===== src/rtl/multi_cycle_control_if.sv =====
// Control bundle between the multi-cycle control FSM and the CPU datapath.
// Master = control unit (drives strobes), slave = decoder/datapath side.
`timescale 1ns/1ps
interface multi_cycle_control_if #(
    parameter int WIDTH_OPCODE = 5,
    parameter int ALU_OP_WIDTH = 4
);
    logic [WIDTH_OPCODE-1:0] opcode;
    logic                    zero;
    logic                    IR_Write;
    logic                    MemToReg;
    logic                    Mem_Read_not_Write;
    logic                    Mem_Select;
    logic [1:0]              PC_Source;
    logic                    pc_write_enable;
    logic                    alu_src_a;
    logic [1:0]              alu_src_b;
    logic [ALU_OP_WIDTH-1:0] ALUop;
    logic                    RegWrite;

    modport master (
        input  opcode, zero,
        output IR_Write, MemToReg, Mem_Read_not_Write, Mem_Select,
        output PC_Source, pc_write_enable, alu_src_a, alu_src_b,
        output ALUop, RegWrite
    );

    modport slave (
        output opcode, zero,
        input  IR_Write, MemToReg, Mem_Read_not_Write, Mem_Select,
        input  PC_Source, pc_write_enable, alu_src_a, alu_src_b,
        input  ALUop, RegWrite
    );
endinterface


===== src/rtl/multi_cycle_control.sv =====
// Multi-cycle CPU control FSM: fetch/decode/execute/memory/write-back.
// Optional CONTROL_HALT_EN adds a sticky HALT state for opcode 0x1F.
`timescale 1ns/1ps
module multi_cycle_control #(
    parameter int WIDTH_OPCODE = 5,
    parameter int ALU_OP_WIDTH = 4
) (
    input  logic                  clk,
    input  logic                  reset,
    multi_cycle_control_if.master bus
);
    localparam logic [WIDTH_OPCODE-1:0] OP_ADD  = WIDTH_OPCODE'(5'h01);
    localparam logic [WIDTH_OPCODE-1:0] OP_SUB  = WIDTH_OPCODE'(5'h02);
    localparam logic [WIDTH_OPCODE-1:0] OP_AND  = WIDTH_OPCODE'(5'h03);
    localparam logic [WIDTH_OPCODE-1:0] OP_OR   = WIDTH_OPCODE'(5'h04);
    localparam logic [WIDTH_OPCODE-1:0] OP_XOR  = WIDTH_OPCODE'(5'h05);
    localparam logic [WIDTH_OPCODE-1:0] OP_ADDI = WIDTH_OPCODE'(5'h06);
    localparam logic [WIDTH_OPCODE-1:0] OP_LW   = WIDTH_OPCODE'(5'h07);
    localparam logic [WIDTH_OPCODE-1:0] OP_SW   = WIDTH_OPCODE'(5'h08);
    localparam logic [WIDTH_OPCODE-1:0] OP_BEQ  = WIDTH_OPCODE'(5'h09);
    localparam logic [WIDTH_OPCODE-1:0] OP_BNE  = WIDTH_OPCODE'(5'h0A);
    localparam logic [WIDTH_OPCODE-1:0] OP_JMP  = WIDTH_OPCODE'(5'h0B);
`ifdef CONTROL_HALT_EN
    localparam logic [WIDTH_OPCODE-1:0] OP_HALT = WIDTH_OPCODE'(5'h1F);
`endif

    localparam logic [ALU_OP_WIDTH-1:0] ALU_ADD = ALU_OP_WIDTH'(0);
    localparam logic [ALU_OP_WIDTH-1:0] ALU_SUB = ALU_OP_WIDTH'(1);
    localparam logic [ALU_OP_WIDTH-1:0] ALU_AND = ALU_OP_WIDTH'(2);
    localparam logic [ALU_OP_WIDTH-1:0] ALU_OR  = ALU_OP_WIDTH'(3);
    localparam logic [ALU_OP_WIDTH-1:0] ALU_XOR = ALU_OP_WIDTH'(4);

    typedef enum logic [3:0] {
        S_RST, S_FETCH, S_DECODE, S_EXEC_R, S_EXEC_I, S_ALU_WB,
        S_MEM_ADDR, S_MEM_READ, S_MEM_WB, S_MEM_WRITE, S_BRANCH, S_JUMP
`ifdef CONTROL_HALT_EN
        , S_HALT
`endif
    } state_t;

    state_t                  state, state_n;
    logic [ALU_OP_WIDTH-1:0] alu_op_q, alu_op_n;
    logic                    bne_q;

    always_comb begin
        alu_op_n = ALU_ADD;
        case (bus.opcode)
            OP_SUB:  alu_op_n = ALU_SUB;
            OP_AND:  alu_op_n = ALU_AND;
            OP_OR:   alu_op_n = ALU_OR;
            OP_XOR:  alu_op_n = ALU_XOR;
            default: alu_op_n = ALU_ADD;
        endcase
    end

    // ALU op and branch sense are captured in DECODE so later opcode noise is ignored
    always_ff @(posedge clk or negedge reset) begin
        if (!reset) begin
            state    <= S_RST;
            alu_op_q <= ALU_ADD;
            bne_q    <= 1'b0;
        end else begin
            state <= state_n;
            if (state == S_DECODE) begin
                alu_op_q <= alu_op_n;
                bne_q    <= (bus.opcode == OP_BNE);
            end
        end
    end

    always_comb begin
        state_n                = state;
        bus.IR_Write           = 1'b0;
        bus.MemToReg           = 1'b0;
        bus.Mem_Read_not_Write = 1'b1;
        bus.Mem_Select         = 1'b0;
        bus.PC_Source          = 2'd0;
        bus.pc_write_enable    = 1'b0;
        bus.alu_src_a          = 1'b0;
        bus.alu_src_b          = 2'd0;
        bus.ALUop              = ALU_ADD;
        bus.RegWrite           = 1'b0;
        unique case (state)
            S_RST: begin
                bus.PC_Source       = 2'd3;
                bus.pc_write_enable = 1'b1;
                state_n             = S_FETCH;
            end
            S_FETCH: begin
                bus.IR_Write        = 1'b1;
                bus.alu_src_b       = 2'd1;
                bus.pc_write_enable = 1'b1;
                state_n             = S_DECODE;
            end
            S_DECODE: begin
                bus.alu_src_b = 2'd2;
                case (bus.opcode)
                    OP_ADD, OP_SUB, OP_AND,
                    OP_OR, OP_XOR:   state_n = S_EXEC_R;
                    OP_ADDI:         state_n = S_EXEC_I;
                    OP_LW, OP_SW:    state_n = S_MEM_ADDR;
                    OP_BEQ, OP_BNE:  state_n = S_BRANCH;
                    OP_JMP:          state_n = S_JUMP;
`ifdef CONTROL_HALT_EN
                    OP_HALT:         state_n = S_HALT;
`endif
                    default:         state_n = S_FETCH;
                endcase
            end
            S_EXEC_R: begin
                bus.alu_src_a = 1'b1;
                bus.ALUop     = alu_op_q;
                state_n       = S_ALU_WB;
            end
            S_EXEC_I: begin
                bus.alu_src_a = 1'b1;
                bus.alu_src_b = 2'd2;
                state_n       = S_ALU_WB;
            end
            S_ALU_WB: begin
                bus.RegWrite = 1'b1;
                state_n      = S_FETCH;
            end
            S_MEM_ADDR: begin
                bus.alu_src_a = 1'b1;
                bus.alu_src_b = 2'd2;
                state_n = (bus.opcode == OP_LW) ? S_MEM_READ : S_MEM_WRITE;
            end
            S_MEM_READ: begin
                bus.Mem_Select = 1'b1;
                state_n        = S_MEM_WB;
            end
            S_MEM_WB: begin
                bus.RegWrite = 1'b1;
                bus.MemToReg = 1'b1;
                state_n      = S_FETCH;
            end
            S_MEM_WRITE: begin
                bus.Mem_Select         = 1'b1;
                bus.Mem_Read_not_Write = 1'b0;
                state_n                = S_FETCH;
            end
            S_BRANCH: begin
                bus.alu_src_a       = 1'b1;
                bus.ALUop           = ALU_SUB;
                bus.PC_Source       = 2'd1;
                bus.pc_write_enable = bne_q ? ~bus.zero : bus.zero;
                state_n             = S_FETCH;
            end
            S_JUMP: begin
                bus.PC_Source       = 2'd2;
                bus.pc_write_enable = 1'b1;
                state_n             = S_FETCH;
            end
`ifdef CONTROL_HALT_EN
            S_HALT: state_n = S_HALT;
`endif
            default: state_n = S_RST;
        endcase
    end
endmodule


===== src/flat_wrapper.sv =====
// flat-port wrapper written by rule: the top's interface ports become plain ports
module multi_cycle_control_flat 
#(
    parameter int WIDTH_OPCODE = 5,
    parameter int ALU_OP_WIDTH = 4
)
  (clk, reset, bus_opcode, bus_zero, bus_IR_Write, bus_MemToReg, bus_Mem_Read_not_Write, bus_Mem_Select, bus_PC_Source, bus_pc_write_enable, bus_alu_src_a, bus_alu_src_b, bus_ALUop, bus_RegWrite);
  multi_cycle_control_if #(.WIDTH_OPCODE(WIDTH_OPCODE), .ALU_OP_WIDTH(ALU_OP_WIDTH)) bus_i ();
  input  logic clk;
  input  logic reset;
  input wire logic [$bits(bus_i.opcode)-1:0] bus_opcode;
  input wire logic [$bits(bus_i.zero)-1:0] bus_zero;
  output wire logic [$bits(bus_i.IR_Write)-1:0] bus_IR_Write;
  output wire logic [$bits(bus_i.MemToReg)-1:0] bus_MemToReg;
  output wire logic [$bits(bus_i.Mem_Read_not_Write)-1:0] bus_Mem_Read_not_Write;
  output wire logic [$bits(bus_i.Mem_Select)-1:0] bus_Mem_Select;
  output wire logic [$bits(bus_i.PC_Source)-1:0] bus_PC_Source;
  output wire logic [$bits(bus_i.pc_write_enable)-1:0] bus_pc_write_enable;
  output wire logic [$bits(bus_i.alu_src_a)-1:0] bus_alu_src_a;
  output wire logic [$bits(bus_i.alu_src_b)-1:0] bus_alu_src_b;
  output wire logic [$bits(bus_i.ALUop)-1:0] bus_ALUop;
  output wire logic [$bits(bus_i.RegWrite)-1:0] bus_RegWrite;
  assign bus_i.opcode = bus_opcode;
  assign bus_i.zero = bus_zero;
  assign bus_IR_Write = bus_i.IR_Write;
  assign bus_MemToReg = bus_i.MemToReg;
  assign bus_Mem_Read_not_Write = bus_i.Mem_Read_not_Write;
  assign bus_Mem_Select = bus_i.Mem_Select;
  assign bus_PC_Source = bus_i.PC_Source;
  assign bus_pc_write_enable = bus_i.pc_write_enable;
  assign bus_alu_src_a = bus_i.alu_src_a;
  assign bus_alu_src_b = bus_i.alu_src_b;
  assign bus_ALUop = bus_i.ALUop;
  assign bus_RegWrite = bus_i.RegWrite;
  multi_cycle_control #(.WIDTH_OPCODE(WIDTH_OPCODE), .ALU_OP_WIDTH(ALU_OP_WIDTH)) u_core (.clk(clk), .reset(reset), .bus(bus_i));
endmodule

===== config.mk =====
export PLATFORM = sky130hd
export DESIGN_NAME = multi_cycle_control_flat
export DESIGN_NICKNAME = d
export VERILOG_FILES = /design/src/rtl/multi_cycle_control_if.sv /design/src/rtl/multi_cycle_control.sv /design/src/flat_wrapper.sv
export SDC_FILE = /design/constraint.sdc
export NUM_CORES = 1
export LEC_CHECK = 0
export CORE_AREA = 5 5 42 44
export DETAILED_ROUTE_END_ITERATION = 8
export DIE_AREA = 0 0 47 49
export DONT_BUFFER_PORTS = 1
export GPL_TIMING_DRIVEN = 0
export PLACE_DENSITY = 0.65
export SYNTH_ARGS = -nofsm -noshare
export SYNTH_HDL_FRONTEND = slang
export SYNTH_SLANG_ARGS = --single-unit

===== constraint.sdc =====
create_clock -name clk -period 4.9 [get_ports clk]
set_input_delay 0.735 -clock clk [delete_from_list [all_inputs] [get_ports clk]]
set_output_delay 0.735 -clock clk [all_outputs]
set_load 0.005 [all_outputs]

==> Yosys cells after proc, flatten, opt, wreduce, memory -nomap -nowiden <==
Memories as Yosys holds them, arrays and structs flattened.
Index checks and enable logic that the tools add are counted.
{ "word_totals": {"ff_bits": 9, "romBits": 64, "inputBits": 8, "output_inout_bits": 15, "elab_cells": 45, "memories": 1} }
{ "memory_table": {"columns": ["name", "depth", "width", "rd", "rd_clocked_by_memory_dff", "write_ports", "line_no", "text"], "rows": [
  ["(no name shown)", 16, 4, 1, 0, 0, "multi_cycle_control.sv:97", "case (bus.opcode)"]
]} }
{ "classes": {"eq_ne": 17, "muxes": 15, "n_bitwise": 1, "n_reduce_logical": 8} }
{ "ops": {"columns": ["operator", "count"], "rows": [
  ["case mux 4 bit (6 select lines)", 1],
  ["== test 4 x 3 -> 1 bit, second input constant", 4],
  ["== test 4 bit, second input constant", 4],
  ["== test 5 x 3 -> 1 bit, second input constant", 3],
  ["case mux 3 bit (4 select lines)", 1],
  ["== test 5 x 2 -> 1 bit, second input constant", 2],
  ["== test 4 x 2 -> 1 bit, second input constant", 2],
  ["2-to-1 mux 4 bit", 2],
  ["case mux 4 bit (2 select lines)", 1],
  ["2-to-1 mux 1 bit", 7],
  ["case mux 2 bit (3 select lines)", 1],
  ["OR reduction 2 bit", 3],
  ["OR reduction 3 bit", 2],
  ["OR reduction 6 bit", 1],
  ["== test 5 x 4 -> 1 bit, second input constant", 1],
  ["== test 4 x 1 -> 1 bit, second input constant", 1],
  ["zero test 4 bit", 1],
  ["case mux 2 bit (2 select lines)", 1],
  ["OR reduction 4 bit", 1],
  ["case mux 1 bit (2 select lines)", 1],
  ["NOT 1 bit", 1]
]} }

==> Logic depth before layout (Yosys ltp) <==
{ "depth": {"ltp_word": 3, "ltp_mapped": 5, "mapped_depth_nobuf": 3} }

==> Worst setup path before layout <==
OpenSTA, ideal clock, no wires.
{ "synth_path": {"kind": "register to output", "from": "reg u_core.state[3]", "to": "out bus_PC_Source[0]", "arrival_ns": 1.130, "t_required_ns": 4.165, "slack_ns": 3.035, "stages_incl_launch_ff": 4, "path_buffers": 1, "path_cell_list": "dfrtp_1 > clkbuf_1 > or2_2 > a211oi_1"} }
{ "synth_via": {"elab_chain_cells": 2, "elab_cells_between_ends": 4, "classes_between": "eq/ne: 2; mux: 1; reduce/logical: 1"} }
{ "synth_rtl": {"columns": ["element", "line_no", "text"], "rows": [
  ["start, declared", "multi_cycle_control.sv:41", "state_t state, state_n;"],
  ["start signal, assigned", "multi_cycle_control.sv:63", "state <= state_n;"],
  ["== test 4 bit / zero test 4 bit (equally long branches)", "multi_cycle_control.sv:83", "unique case (state)"],
  ["case mux 2 bit (3 select lines) (*)", "multi_cycle_control.sv:83", null],
  ["end, declared", "flat_wrapper.sv:17", "output wire logic [$bits(bus_i.PC_Source)-1:0] bus_PC_Source;"]
]} }
Every way passes the cells marked *; elsewhere a longest branch is shown, timed or not.

==> Worst setup path in the final report <==
{ "layout_path": {"from": "reg u_core.state[0]", "to": "out bus_Mem_Select"} }
{ "layout_via": {"elab_chain_cells": 3, "elab_cells_between_ends": 4, "classes_between": "eq/ne: 2; mux: 1; reduce/logical: 1"} }
{ "layout_rtl": {"columns": ["element", "line_no", "text"], "rows": [
  ["== test 4 x 3 -> 1 bit / == test 4 bit (equally long branches)", "multi_cycle_control.sv:83", null],
  ["OR reduction 2 bit (no source line) (*)", null, null],
  ["2-to-1 mux 1 bit (*)", "multi_cycle_control.sv:83", null],
  ["end, declared", "flat_wrapper.sv:16", "output wire logic [$bits(bus_i.Mem_Select)-1:0] bus_Mem_Select;"]
]} }
Marks and branches as above.

==> summary.md <==
| Metric | Value |
|---|---|
| Outcome | completed |
| Worst IR drop on VDD | 0.1852 mV |
| Fin crit period | 2.301 ns |
| Synth cell types | 38 |
| Commonest non-fill, non-tap cell in the layout | nand2_1 |
| Initial antenna violation count | 0 |
| Input/output buffers | 0 |
| CP Launch Type | flip-flop |
| Depth of the CTS H-tree | 1 |
| TritonCTS Buffers | 3 |
| Die Height | 49 um |
| Pwr dens | 480.3 nW/um2 |
| DP Area | 718.2 um2 |
| Crit. End Element | primary output |
| Area of the die | 2303 um2 |
| Post-synth net total | 98 |
| DP Worst Slack | 2.844 ns |
| Routed len/inst | 14.19 um |
| Syn Std Cell Area | 698.2 um2 |
| Share of layout cells above drive strength 1 | 11.83% |
| Fin. max-slew vios | 0 |
| #FFs+latches synth | 8 |
| Post-synthesis sequential area ratio | 28.67% |
| Clock sink count | 8 |
| Drt first pass iters | 4 |
| Horiz. Die Dim | 47 um |
| Worst-case clock buffer depth | 2 |
| Setup Crit Path Kind | reg -> out |
| Hold-fix buffers at CTS | 0 |
| P&R area growth vs syn | 6.093% |
| Cells after Synth | 90 |
| Root Buffer | clkbuf_4 |
| Critical path peak fanout | 10 |
| DRC viols | 0 |
| Cell Rows | 14 |
| Finished Layout Cells | 109 |
| Final Skew | 0.002901 ns |
| Global Route Usage Sum | 15.21% |
| Most frequent cells in the layout | 10 x nand2_1, 8 x dfrtp_1, 7 x clkbuf_1 |
| Final WL | 1547 um |
| Diodes inserted | 0 |
| Final ANT Viol Nets | 0 |
| Io pins | 23 |
| Final WS setup | 2.599 ns |
| Initial DRC Count | 10 |
| DP HPWL | 1181 um |
| # nets final | 103 |
| Post-CTS Resized | 0 |
| Via count | 649 |
| Final setup violation count | 0 |
| Vias/cell | 5.954 |
| Core outline area | 1401 um2 |
| Vias in the first global route | 567 |
| CP Data Arrival Time | 1.57 ns |
| Unrepaired setup endpoints after global routing | no |
| Hold_ws | 0.1709 ns |
| Max Freq | 0.4346 GHz |
| Final Util | 52.86% |
| Clk_lat worst skew | 0.25 ns |
| Mapped Avg Cell Area | 7.757 um2 |
| First-pass GRT wire length | 2608 um |
| Clk slew on worst S/H paths | 0.05 ns |
| Largest net degree at the start of global routing | 11 |
| Power, Total | 0.3558 mW |
| Tcrit/Tclk final | 46.95% |
| CTS tree | yes |
| Global route overflow | 0 |
| Non-Filler Cell Area, Final | 740.7 um2 |
| Starting Density | 49.82% |
| Hold Fails Final Rpt | 0 |
| HP Class | in -> async |
| Final GP Congestion | 0.7512 |
| Leak | 0.3048 nW |
| Dpl cells | 106 |
| Max-Cap Viols | 0 |
| Post-CTS Setup Bufs | 0 |
| Ys Warns | 0 |
| Final setup TNS | 0 ns |
| Worst EP required | 4.16 ns |
[area by class of cell]
| type | count | area [um2] |
|---|---|---|
| fill | 145 | 660.6 |
| multi-input combinational | 70 | 444.2 |
| sequential | 8 | 200.2 |
| buffer | 10 | 46.29 |
| clock buffer | 3 | 22.52 |
| tap | 16 | 20.02 |
| inverter | 2 | 7.507 |
[critical path: stages, from the launching register on]
cell and delay [ns]:
dfrtp_1 0.36, clkbuf_1 0.35, clkbuf_1 0.32, a21boi_0 0.29
[cells by family (layout without fill, tap and decap cells)]
logic type	Yosys count	in the layout	share of synthesized area, %
compound gates	21	21	22.58
xor+xnor	2	2	2.509
buf+inv	12	15	7.706
flops	8	8	28.67
mux	2	2	2.867
other cells	1	1	0.5371
simple gates	44	44	35.13
[cell usage after synthesis]
cell type / n / area share, %
mux2i_1: 2 / 2.9
inv_1: 2 / 1.1
o32ai_1: 1 / 1.3
xor2_1: 1 / 1.3
or4_1: 1 / 1.1
o21a_1: 1 / 1.1
o311ai_1: 1 / 1.3
o31a_1: 1 / 1.3
nand2b_1: 3 / 2.7
o41ai_1: 2 / 2.5
clkbuf_1: 7 / 3.8
o21bai_1: 1 / 1.1
xnor2_1: 1 / 1.3
or4b_1: 1 / 1.4
a211oi_1: 1 / 1.1
o41ai_2: 1 / 2.3
buf_4: 2 / 2.1
a221oi_1: 1 / 1.3
nand2_1: 10 / 5.4
nand3_1: 2 / 1.4
or3_1: 2 / 1.8
conb_1: 1 / 0.54
dfrtp_1: 8 / 29
o21ai_0: 2 / 1.4
nor3_1: 3 / 2.1
and2_1: 3 / 2.7
a21oi_1: 5 / 3.6
a21boi_0: 2 / 2.1
o31ai_1: 1 / 1.1
nor3b_1: 2 / 2.1
or2_4: 1 / 1.3
o221ai_1: 1 / 1.3
buf_2: 1 / 0.72
or2_2: 3 / 2.7
nor2_1: 5 / 2.7
and3_1: 2 / 1.8
nand3b_1: 3 / 3.2
nor2b_1: 3 / 2.7
[path summary, 6_finish.rpt]
path	from	endpoint	slack (ns)	depth (start not counted)
min in group clk	u_core.alu_op_q[1]$_DFFE_PN0P_	u_core.alu_op_q[1]$_DFFE_PN0P_	0.48	2
setup reg to reg	u_core.state[3]$_DFF_PN0_	u_core.state[3]$_DFF_PN0_	3.16	4
setup / recovery	u_core.state[0]$_DFF_PN0_	bus_Mem_Select	2.60	3
hold / removal	reset	u_core.bne_q$_DFFE_PN0P_	0.17	0
hold reg to reg	u_core.alu_op_q[1]$_DFFE_PN0P_	u_core.alu_op_q[1]$_DFFE_PN0P_	0.48	2
max in group asynchronous	reset	u_core.state[2]$_DFF_PN0_	4.66	0
[per-layer routing]
metal  track usage [%]  up-vias  wire (um)
met4             6.912        0         31
met5                 0        -          0
met2             21.95       22        681
li1                  -      323          -
met1             20.14      299        690
met3             4.797        5        144
[power by group]
group / internal [mW] / switching, mW
registers: 0.0888 / 0.0187
clock network: 0.0280 / 0.0227
logic: 0.0828 / 0.115
[state kept, by name (all words and copies together), names as in the netlist]
| name | flops |
|---|---|
| u_core.alu_op_q | 3 |
| u_core.bne_q | 1 |
| u_core.state | 4 |
Note: power is estimated with default switching activity, not from simulation.
